### src/rtl/gcm_pkg.sv
// Shared definitions for the AES-GCM sequencer: block width, FSM states,
// counter constants and the length-block helper.
package gcm_pkg;

    localparam int unsigned BLK_W     = 128;
    localparam int unsigned IV_W      = 96;
    // Each half of the length block is a 64-bit bit count; the block count
    // sits above a fixed 7-bit shift (x128 bits per block).
    localparam int unsigned LEN_CNT_W = 57;
    localparam logic [31:0] J0_LOW    = 32'h00000001;

    typedef enum logic [3:0] {
        StIdle,
        StHGen,
        StJ0Enc,
        StAadIn,
        StAadMul,
        StCtrEnc,
        StPtIn,
        StCtOut,
        StCtMul,
        StLenMul,
        StTag
    } gcm_state_e;

    // Increment the low 32 bits modulo 2^32; the upper 96 bits never change.
    function automatic logic [BLK_W-1:0] inc32(input logic [BLK_W-1:0] blk);
        return {blk[BLK_W-1:32], blk[31:0] + 32'd1};
    endfunction

    // Length block: bit length of AAD in the upper half, of text in the lower.
    function automatic logic [BLK_W-1:0] len_block(input logic [LEN_CNT_W-1:0] aad_cnt,
                                                   input logic [LEN_CNT_W-1:0] pt_cnt);
        return {aad_cnt, 7'b0, pt_cnt, 7'b0};
    endfunction

endpackage

### src/rtl/gcm_ctr32.sv
// GCM counter register: loads J0 from the nonce and steps with inc32.
module gcm_ctr32
    import gcm_pkg::*;
(
    input  logic             clk,
    input  logic             reset,
    input  logic             load,
    input  logic [IV_W-1:0]  iv,
    input  logic             step,
    output logic [BLK_W-1:0] ctr
);

    logic [BLK_W-1:0] ctr_q, ctr_d;

    // Next counter value: load wins over step.
    always_comb begin
        ctr_d = ctr_q;
        if (load) begin
            ctr_d = {iv, J0_LOW};
        end else if (step) begin
            ctr_d = inc32(ctr_q);
        end
    end

    // Counter register with synchronous active-low clear.
    always_ff @(posedge clk) begin
        if (!reset) begin
            ctr_q <= '0;
        end else begin
            ctr_q <= ctr_d;
        end
    end

    assign ctr = ctr_q;

endmodule

### src/rtl/gcm_seq_ctrl.sv
// AES-GCM encryption sequencer. Owns the counter and GHASH accumulator and
// schedules the external AES core and GF(2^128) multiplier, one op at a time.
module gcm_seq_ctrl
    import gcm_pkg::*;
#(
    parameter int unsigned CNT_W = 16
) (
    input  logic             clk,
    input  logic             reset,
    input  logic             start,
    input  logic [IV_W-1:0]  iv,
    input  logic [CNT_W-1:0] aad_blocks,
    input  logic [CNT_W-1:0] pt_blocks,
    input  logic [BLK_W-1:0] din,
    input  logic             din_valid,
    output logic             din_ready,
    output logic [BLK_W-1:0] ct,
    output logic             ct_valid,
    input  logic             ct_ready,
    output logic             aes_start,
    output logic [BLK_W-1:0] aes_in,
    input  logic             aes_done,
    input  logic [BLK_W-1:0] aes_out,
    output logic             mul_start,
    output logic [BLK_W-1:0] mul_a,
    output logic [BLK_W-1:0] mul_b,
    input  logic             mul_done,
    input  logic [BLK_W-1:0] mul_p,
    output logic [BLK_W-1:0] tag,
    output logic             busy,
    output logic             finished
);

    gcm_state_e       state_q, state_d;
    logic [CNT_W-1:0] aad_len_q, aad_len_d;
    logic [CNT_W-1:0] pt_len_q, pt_len_d;
    logic [CNT_W-1:0] aad_rem_q, aad_rem_d;
    logic [CNT_W-1:0] pt_rem_q, pt_rem_d;
    logic [BLK_W-1:0] y_q, y_d;
    logic [BLK_W-1:0] h_q, h_d;
    logic [BLK_W-1:0] ekj0_q, ekj0_d;
    logic [BLK_W-1:0] ks_q, ks_d;
    logic             ks_valid_q, ks_valid_d;
    logic [BLK_W-1:0] ct_q, ct_d;
    logic             ct_valid_q, ct_valid_d;
    logic [BLK_W-1:0] tag_q, tag_d;
    logic [BLK_W-1:0] aes_in_q, aes_in_d;
    logic             aes_start_q, aes_start_d;
    logic [BLK_W-1:0] mul_a_q, mul_a_d;
    logic             mul_start_q, mul_start_d;
    logic             finished_q, finished_d;
    logic             ctr_load, ctr_step;
    logic [BLK_W-1:0] ctr;
    logic [BLK_W-1:0] len_blk;

    gcm_ctr32 u_ctr (
        .clk   (clk),
        .reset (reset),
        .load  (ctr_load),
        .iv    (iv),
        .step  (ctr_step),
        .ctr   (ctr)
    );

    assign len_blk = len_block(LEN_CNT_W'(aad_len_q), LEN_CNT_W'(pt_len_q));

    // Next-state, datapath updates and operation issue for every state.
    always_comb begin
        state_d     = state_q;
        aad_len_d   = aad_len_q;
        pt_len_d    = pt_len_q;
        aad_rem_d   = aad_rem_q;
        pt_rem_d    = pt_rem_q;
        y_d         = y_q;
        h_d         = h_q;
        ekj0_d      = ekj0_q;
        ks_d        = ks_q;
        ks_valid_d  = ks_valid_q;
        ct_d        = ct_q;
        ct_valid_d  = ct_valid_q;
        tag_d       = tag_q;
        aes_in_d    = aes_in_q;
        aes_start_d = 1'b0;
        mul_a_d     = mul_a_q;
        mul_start_d = 1'b0;
        finished_d  = 1'b0;
        ctr_load    = 1'b0;
        ctr_step    = 1'b0;

        unique case (state_q)
            StIdle: begin
                if (start) begin
                    aad_len_d   = aad_blocks;
                    pt_len_d    = pt_blocks;
                    aad_rem_d   = aad_blocks;
                    pt_rem_d    = pt_blocks;
                    y_d         = '0;
                    ks_valid_d  = 1'b0;
                    ctr_load    = 1'b1;
                    // Hash subkey H = E(K, 0^128).
                    aes_in_d    = '0;
                    aes_start_d = 1'b1;
                    state_d     = StHGen;
                end
            end
            StHGen: begin
                if (aes_done) begin
                    h_d         = aes_out;
                    aes_in_d    = ctr;  // still J0 here
                    aes_start_d = 1'b1;
                    state_d     = StJ0Enc;
                end
            end
            StJ0Enc: begin
                if (aes_done) begin
                    ekj0_d = aes_out;
                    if (aad_len_q != '0) begin
                        state_d = StAadIn;
                    end else if (pt_len_q != '0) begin
                        state_d = StCtrEnc;
                    end else begin
                        mul_a_d     = y_q ^ len_blk;
                        mul_start_d = 1'b1;
                        state_d     = StLenMul;
                    end
                end
            end
            StAadIn: begin
                if (din_valid) begin
                    mul_a_d     = y_q ^ din;
                    mul_start_d = 1'b1;
                    state_d     = StAadMul;
                end
            end
            StAadMul: begin
                if (mul_done) begin
                    y_d       = mul_p;
                    aad_rem_d = aad_rem_q - CNT_W'(1);
                    if (aad_rem_q != CNT_W'(1)) begin
                        state_d = StAadIn;
                    end else if (pt_len_q != '0) begin
                        state_d = StCtrEnc;
                    end else begin
                        mul_a_d     = mul_p ^ len_blk;
                        mul_start_d = 1'b1;
                        state_d     = StLenMul;
                    end
                end
            end
            StCtrEnc: begin
                ctr_step    = 1'b1;
                aes_in_d    = inc32(ctr);
                aes_start_d = 1'b1;
                state_d     = StPtIn;
            end
            StPtIn: begin
                // Keystream first; only then is a plaintext block accepted.
                if (!ks_valid_q) begin
                    if (aes_done) begin
                        ks_d       = aes_out;
                        ks_valid_d = 1'b1;
                    end
                end else if (din_valid) begin
                    ct_d       = din ^ ks_q;
                    ct_valid_d = 1'b1;
                    ks_valid_d = 1'b0;
                    pt_rem_d   = pt_rem_q - CNT_W'(1);
                    state_d    = StCtOut;
                end
            end
            StCtOut: begin
                if (ct_ready) begin
                    ct_valid_d  = 1'b0;
                    mul_a_d     = y_q ^ ct_q;
                    mul_start_d = 1'b1;
                    state_d     = StCtMul;
                end
            end
            StCtMul: begin
                if (mul_done) begin
                    y_d = mul_p;
                    if (pt_rem_q != '0) begin
                        state_d = StCtrEnc;
                    end else begin
                        mul_a_d     = mul_p ^ len_blk;
                        mul_start_d = 1'b1;
                        state_d     = StLenMul;
                    end
                end
            end
            StLenMul: begin
                if (mul_done) begin
                    y_d        = mul_p;
                    tag_d      = mul_p ^ ekj0_q;
                    finished_d = 1'b1;
                    state_d    = StTag;
                end
            end
            StTag: begin
                state_d = StIdle;
            end
            default: begin
                state_d = StIdle;
            end
        endcase
    end

    // FSM state register.
    always_ff @(posedge clk) begin
        if (!reset) begin
            state_q <= StIdle;
        end else begin
            state_q <= state_d;
        end
    end

    // Datapath and registered output pulses.
    always_ff @(posedge clk) begin
        if (!reset) begin
            aad_len_q   <= '0;
            pt_len_q    <= '0;
            aad_rem_q   <= '0;
            pt_rem_q    <= '0;
            y_q         <= '0;
            h_q         <= '0;
            ekj0_q      <= '0;
            ks_q        <= '0;
            ks_valid_q  <= 1'b0;
            ct_q        <= '0;
            ct_valid_q  <= 1'b0;
            tag_q       <= '0;
            aes_in_q    <= '0;
            aes_start_q <= 1'b0;
            mul_a_q     <= '0;
            mul_start_q <= 1'b0;
            finished_q  <= 1'b0;
        end else begin
            aad_len_q   <= aad_len_d;
            pt_len_q    <= pt_len_d;
            aad_rem_q   <= aad_rem_d;
            pt_rem_q    <= pt_rem_d;
            y_q         <= y_d;
            h_q         <= h_d;
            ekj0_q      <= ekj0_d;
            ks_q        <= ks_d;
            ks_valid_q  <= ks_valid_d;
            ct_q        <= ct_d;
            ct_valid_q  <= ct_valid_d;
            tag_q       <= tag_d;
            aes_in_q    <= aes_in_d;
            aes_start_q <= aes_start_d;
            mul_a_q     <= mul_a_d;
            mul_start_q <= mul_start_d;
            finished_q  <= finished_d;
        end
    end

    // Gated by reset so a valid beat coinciding with reset never handshakes.
    assign din_ready = reset && ((state_q == StAadIn) || ((state_q == StPtIn) && ks_valid_q));
    assign ct        = ct_q;
    assign ct_valid  = ct_valid_q;
    assign aes_start = aes_start_q;
    assign aes_in    = aes_in_q;
    assign mul_start = mul_start_q;
    assign mul_a     = mul_a_q;
    assign mul_b     = h_q;
    assign tag       = tag_q;
    assign busy      = (state_q != StIdle);
    assign finished  = finished_q;

endmodule

### config.mk
export PLATFORM = sky130hd
export DESIGN_NAME = gcm_seq_ctrl
export DESIGN_NICKNAME = d
export VERILOG_FILES = /design/src/rtl/gcm_pkg.sv /design/src/rtl/gcm_ctr32.sv /design/src/rtl/gcm_seq_ctrl.sv
export SDC_FILE = /design/constraint.sdc
export NUM_CORES = 2
export LEC_CHECK = 0
export ABC_AREA = 1
export ABC_CLOCK_PERIOD_IN_PS = 2200
export CELL_PAD_IN_SITES_DETAIL_PLACEMENT = 0
export CELL_PAD_IN_SITES_GLOBAL_PLACEMENT = 1
export CORE_AREA = 2 2 457 459
export DETAILED_ROUTE_END_ITERATION = 12
export DIE_AREA = 0 0 459 461
export DONT_BUFFER_PORTS = 1
export HOLD_SLACK_MARGIN = 0.08
export PLACE_DENSITY_LB_ADDON = 0.1
export SYNTH_ARGS = -nofsm -noshare
export SYNTH_HDL_FRONTEND = slang
export SYNTH_SLANG_ARGS = --single-unit
### constraint.sdc
create_clock -name clk -period 2.2 [get_ports clk]
set_clock_uncertainty 0.05 [all_clocks]
set_input_delay 0.22 -clock clk [delete_from_list [all_inputs] [get_ports clk]]
set_output_delay 0.22 -clock clk [all_outputs]
set_load 0.05 [all_outputs]
==> results_dict.tcl <==
set metrics [dict create \
    clkPwrFrac_pct 34.5 \
    max_stage_delay_ns 0.37 \
    r2r_start "state_q[2]$_SDFFE_PN0P_" \
    reg2reg_slack_ns 0.04 \
    place_hpwl_um 184000 \
    period_needed_ns 2.17 \
    grt_use_total_pct 24.3 \
    p_per_area_nw_per_um2 1060 \
    grt_pass1_vias 51800 \
    syn_avg_cell_area_um2 7.02 \
    fillers 22100 \
    die_y_um 461 \
    hold_viol 139 \
    synth_nets 8278 \
    placed_cells 10400 \
    seqPwrFrac_pct 38.6 \
    clk_pin_slew_worst_paths_ns 0.06 \
    cp.required_ns 1.93 \
    grt_max_degree 784 \
    yosysSeqAreaShare_pct 45.0 \
    clock_sinks 1225 \
    end_kind "primary output" \
    ant_nets 0 \
    dr.pass1.iters 5 \
    syn_to_final_growth_pct 34.1 \
    p_leak_nw 30.6 \
    fin_tns_setup_ns 0 \
    swShare_pct 38.4 \
    rows 167 \
    slew_violations 0 \
    drive_gt1_share_pct 9.93 \
    max_cap_viol_count 0 \
    antenna_found_initial 94 \
    nets 9006 \
    synth_edf_count 0 \
    grt_use_met1_pct 30.5 \
    cp_num_buf_inv 3 \
    clock_path_buffers 3 \
    min_path_type "primary input to flop" \
    period_share_pct 98.6 \
    cp-start-kind "flop" \
    synthSimpleGateAreaFrac_pct 25.6 \
    ys.flop_type "dfxtp_1" \
    num_vias 55200 \
    syn-instance-count 7755 \
    yosys_warnings 0 \
    setup_viol 0 \
    numPortBuffers 0 \
    worst_slack_ns 0.0315 \
    synth_top_family_by_area "simple AND/OR/NAND/NOR gates" \
    synth-xor-area-share_pct 5.21 \
    synthMuxAreaShare_pct 0 \
    rsz0062_at_grt "true" \
    async_reset_ff_share_pct 0 \
    synth.distinct_cells 36 \
    drtIter0Drc 4102 \
    synth.area.top_cells "dfxtp_1 (45%), nor2_1 (11%), nand2_1 (8.0%)" \
    met3_usage_pct 6.56 \
    fmax_mhz 461 \
    grt_pass1_wl_um 382000 \
    internal_power_w 0.0478 \
    synth.cell_area_um2 54500 \
    arrival_ns 1.90 \
    yosys.area.top_type_share_pct 45.0 \
    synth_compound_area_share_pct 16.6 \
    die-area_um2 212000 \
    ios 1165 \
    holdPathStages 2 \
    gp_congestion 0.825 \
    finish.utilization_pct 35.4 \
    crit_chain "inv_2 -> nor2_4 -> nand2_2 -> inv_2 -> nand2_4 -> a21oi_4 -> buf_8" \
    combPwrFrac_pct 26.8 \
    fp.dieW_um 459 \
    cts_max_level 4 \
    whs_ns -0.366 \
    cp_common_cell "inv_2" \
    numCtsBuffers 155 \
    reg2reg_depth 8 \
    yosys.area.top_type "dfxtp_1" \
    start_util_pct 26.4 \
    stdcell_count 11400 \
    via_per_inst 4.86 \
    pre_cts_ws_ns -0.0584 \
    cts_tree "done" \
    cts_root_buf "clkbuf_16" \
    slew-limit-headroom_pct 39.5 \
    post-route-drc-count 0 \
    violations "hold timing" \
    clk_latency_ns 0.81 \
    ir_drop_mv 1.10 \
    cp_slowest_cell "dfxtp_4" \
    top_usage_layer "met2" \
    tightest_slew_ns 0.908 \
    use_met2_pct 40.6 \
    synth_seq_cells 1225 \
    critPathTopFamily "flip-flops" \
    post_drt_wl_per_cell_um 24.6 \
    p_sw_w 0.0298 \
    routed_wl_um 279000 \
    holdCritStartpoint "mul_done" \
    crit_path_max_fanout 4 \
    core_area_um2 206000 \
    worstReg2RegEnd "ks_q[60]$_SDFFE_PN0P_" \
    overflow 0 \
    hold_end "tag[6]$_SDFFE_PN0P_" \
    critPathKind "flop to primary output" \
    status "finished with violations" \
    synth-adder-area-share_pct 0.0919 \
]
==> power by group through the flow <==
stage / clock network [W] / registers, W / logic [W]
CTS: 0.0275 / 0.0300 / 0.0194
floorplan: 0 / 0.0304 / 0.0104
global placement: 0 / 0.0304 / 0.0179
finish: 0.0268 / 0.0300 / 0.0208
global route: 0.0283 / 0.0303 / 0.0229
detailed placement: 0 / 0.0304 / 0.0179
==> cell families after synthesis <==
family	count (synthesis)
fa+ha+maj	4
simple gates	3441
buf+inv	1031
compound gates	1730
flops	1225
xor+xnor	324
==> layout make-up <==
type,instances,area [µm²],area share [%]
Sequential cell,1225,24500,33.6
Clock inverter,45,632,0.865
Multi-Input combinational cell,5499,26100,35.8
Clock buffer,233,4650,6.36
Tap cell,2704,3380,4.63
Inverter,482,1850,2.54
Timing Repair Buffer,1120,11700,16.1
Antenna cell,43,108,0.147
==> sequential cells by signal, indices dropped and copies added, names as in the netlist, 128 cells and up <==
signal     count
mul_b        128
ekj0_q       128
aes_in       128
y_q          128
ks_q         128
ct           128
mul_a        128
u_ctr.ctr    128
tag          128
==> Yosys cell counts, types with 21 or more instances <==
cell type / number
buf_2: 157
nand3_1: 704
o211ai_1: 132
nor3_1: 21
nor2_1: 1533
clkbuf_1: 364
xor2_1: 290
xnor2_1: 34
dfxtp_1: 1225
o21ai_0: 801
nand2_1: 1156
o21ai_1: 30
inv_1: 469
a21oi_1: 745
==> cells in the final DEF (no fill, tap or decap), types with 12 or more instances in the layout <==
cell type      Yosys  routed
clkbuf_8           0      41
o211ai_1         132     132
nor2_4             1      12
clkbuf_1         364      34
o21ai_1           30      33
buf_12             0      76
clkbuf_16          0     177
nor2_2             6      19
clkinv_2           0      23
nand2_1         1156    1142
nor2_1          1533    1509
dlygate4sd3_1      0     598
nor3_1            21      20
a21oi_1          745     738
nand3_1          704     701
dfxtp_1         1225    1219
buf_4              9     388
xor2_1           290     290
inv_1            469     464
xnor2_1           34      34
o21ai_0          801     797
diode_2            0      43
buf_16             0      24
==> repair_timing <==
item                                     CTS  global route
gates cloned                               0            20
endpoints found under the hold margin   1127           522
endpoints found under the setup margin    79           805
gates resized for setup                   21            74
hold buffers                             507           103
buffers inserted                           8            16
pin swaps                                  2             6
==> layer usage <==
metal | up-vias | part of all wire (%)
li1 | 26800 | -
met1 | 26300 | 43
met2 | 1702 | 47
met3 | 385 | 7.1
met4 | 58 | 2.7
met5 | - | 0.14
==> worst max-delay path by stage <==
stage / start / end / slack, ns / cells past startpoint
final: state_q[2]$_SDFFE_PN0P_ / din_ready / 0.03 / 7
after global routing: state_q[2]$_SDFFE_PN0P_ / din_ready / -0.08 / 7
after CTS: state_q[2]$_SDFFE_PN0P_ / din_ready / -0.04 / 7
after detailed placement: state_q[0]$_SDFFE_PN0P_ / mul_a[24]$_SDFFE_PN0P_ / -0.06 / 10
after global placement: state_q[0]$_SDFFE_PN0P_ / mul_a[29]$_SDFFE_PN0P_ / -0.06 / 10
after floorplan: state_q[0]$_SDFFE_PN0P_ / aes_in[100]$_SDFFE_PN0P_ / 0.11 / 11
==> stage by stage <==
stage	hold WS, ns	instance area, µm²	total power (W)
after detailed placement	0.312	60200	0.0484
after CTS	-0.538	70800	0.0769
after floorplan	0.305	54500	0.0408
final	-0.366	73000	0.0776
after global placement	0.307	60200	0.0483
after global routing	-0.417	73000	0.0815
No activity file was read; power rests on OpenSTA's default activity.
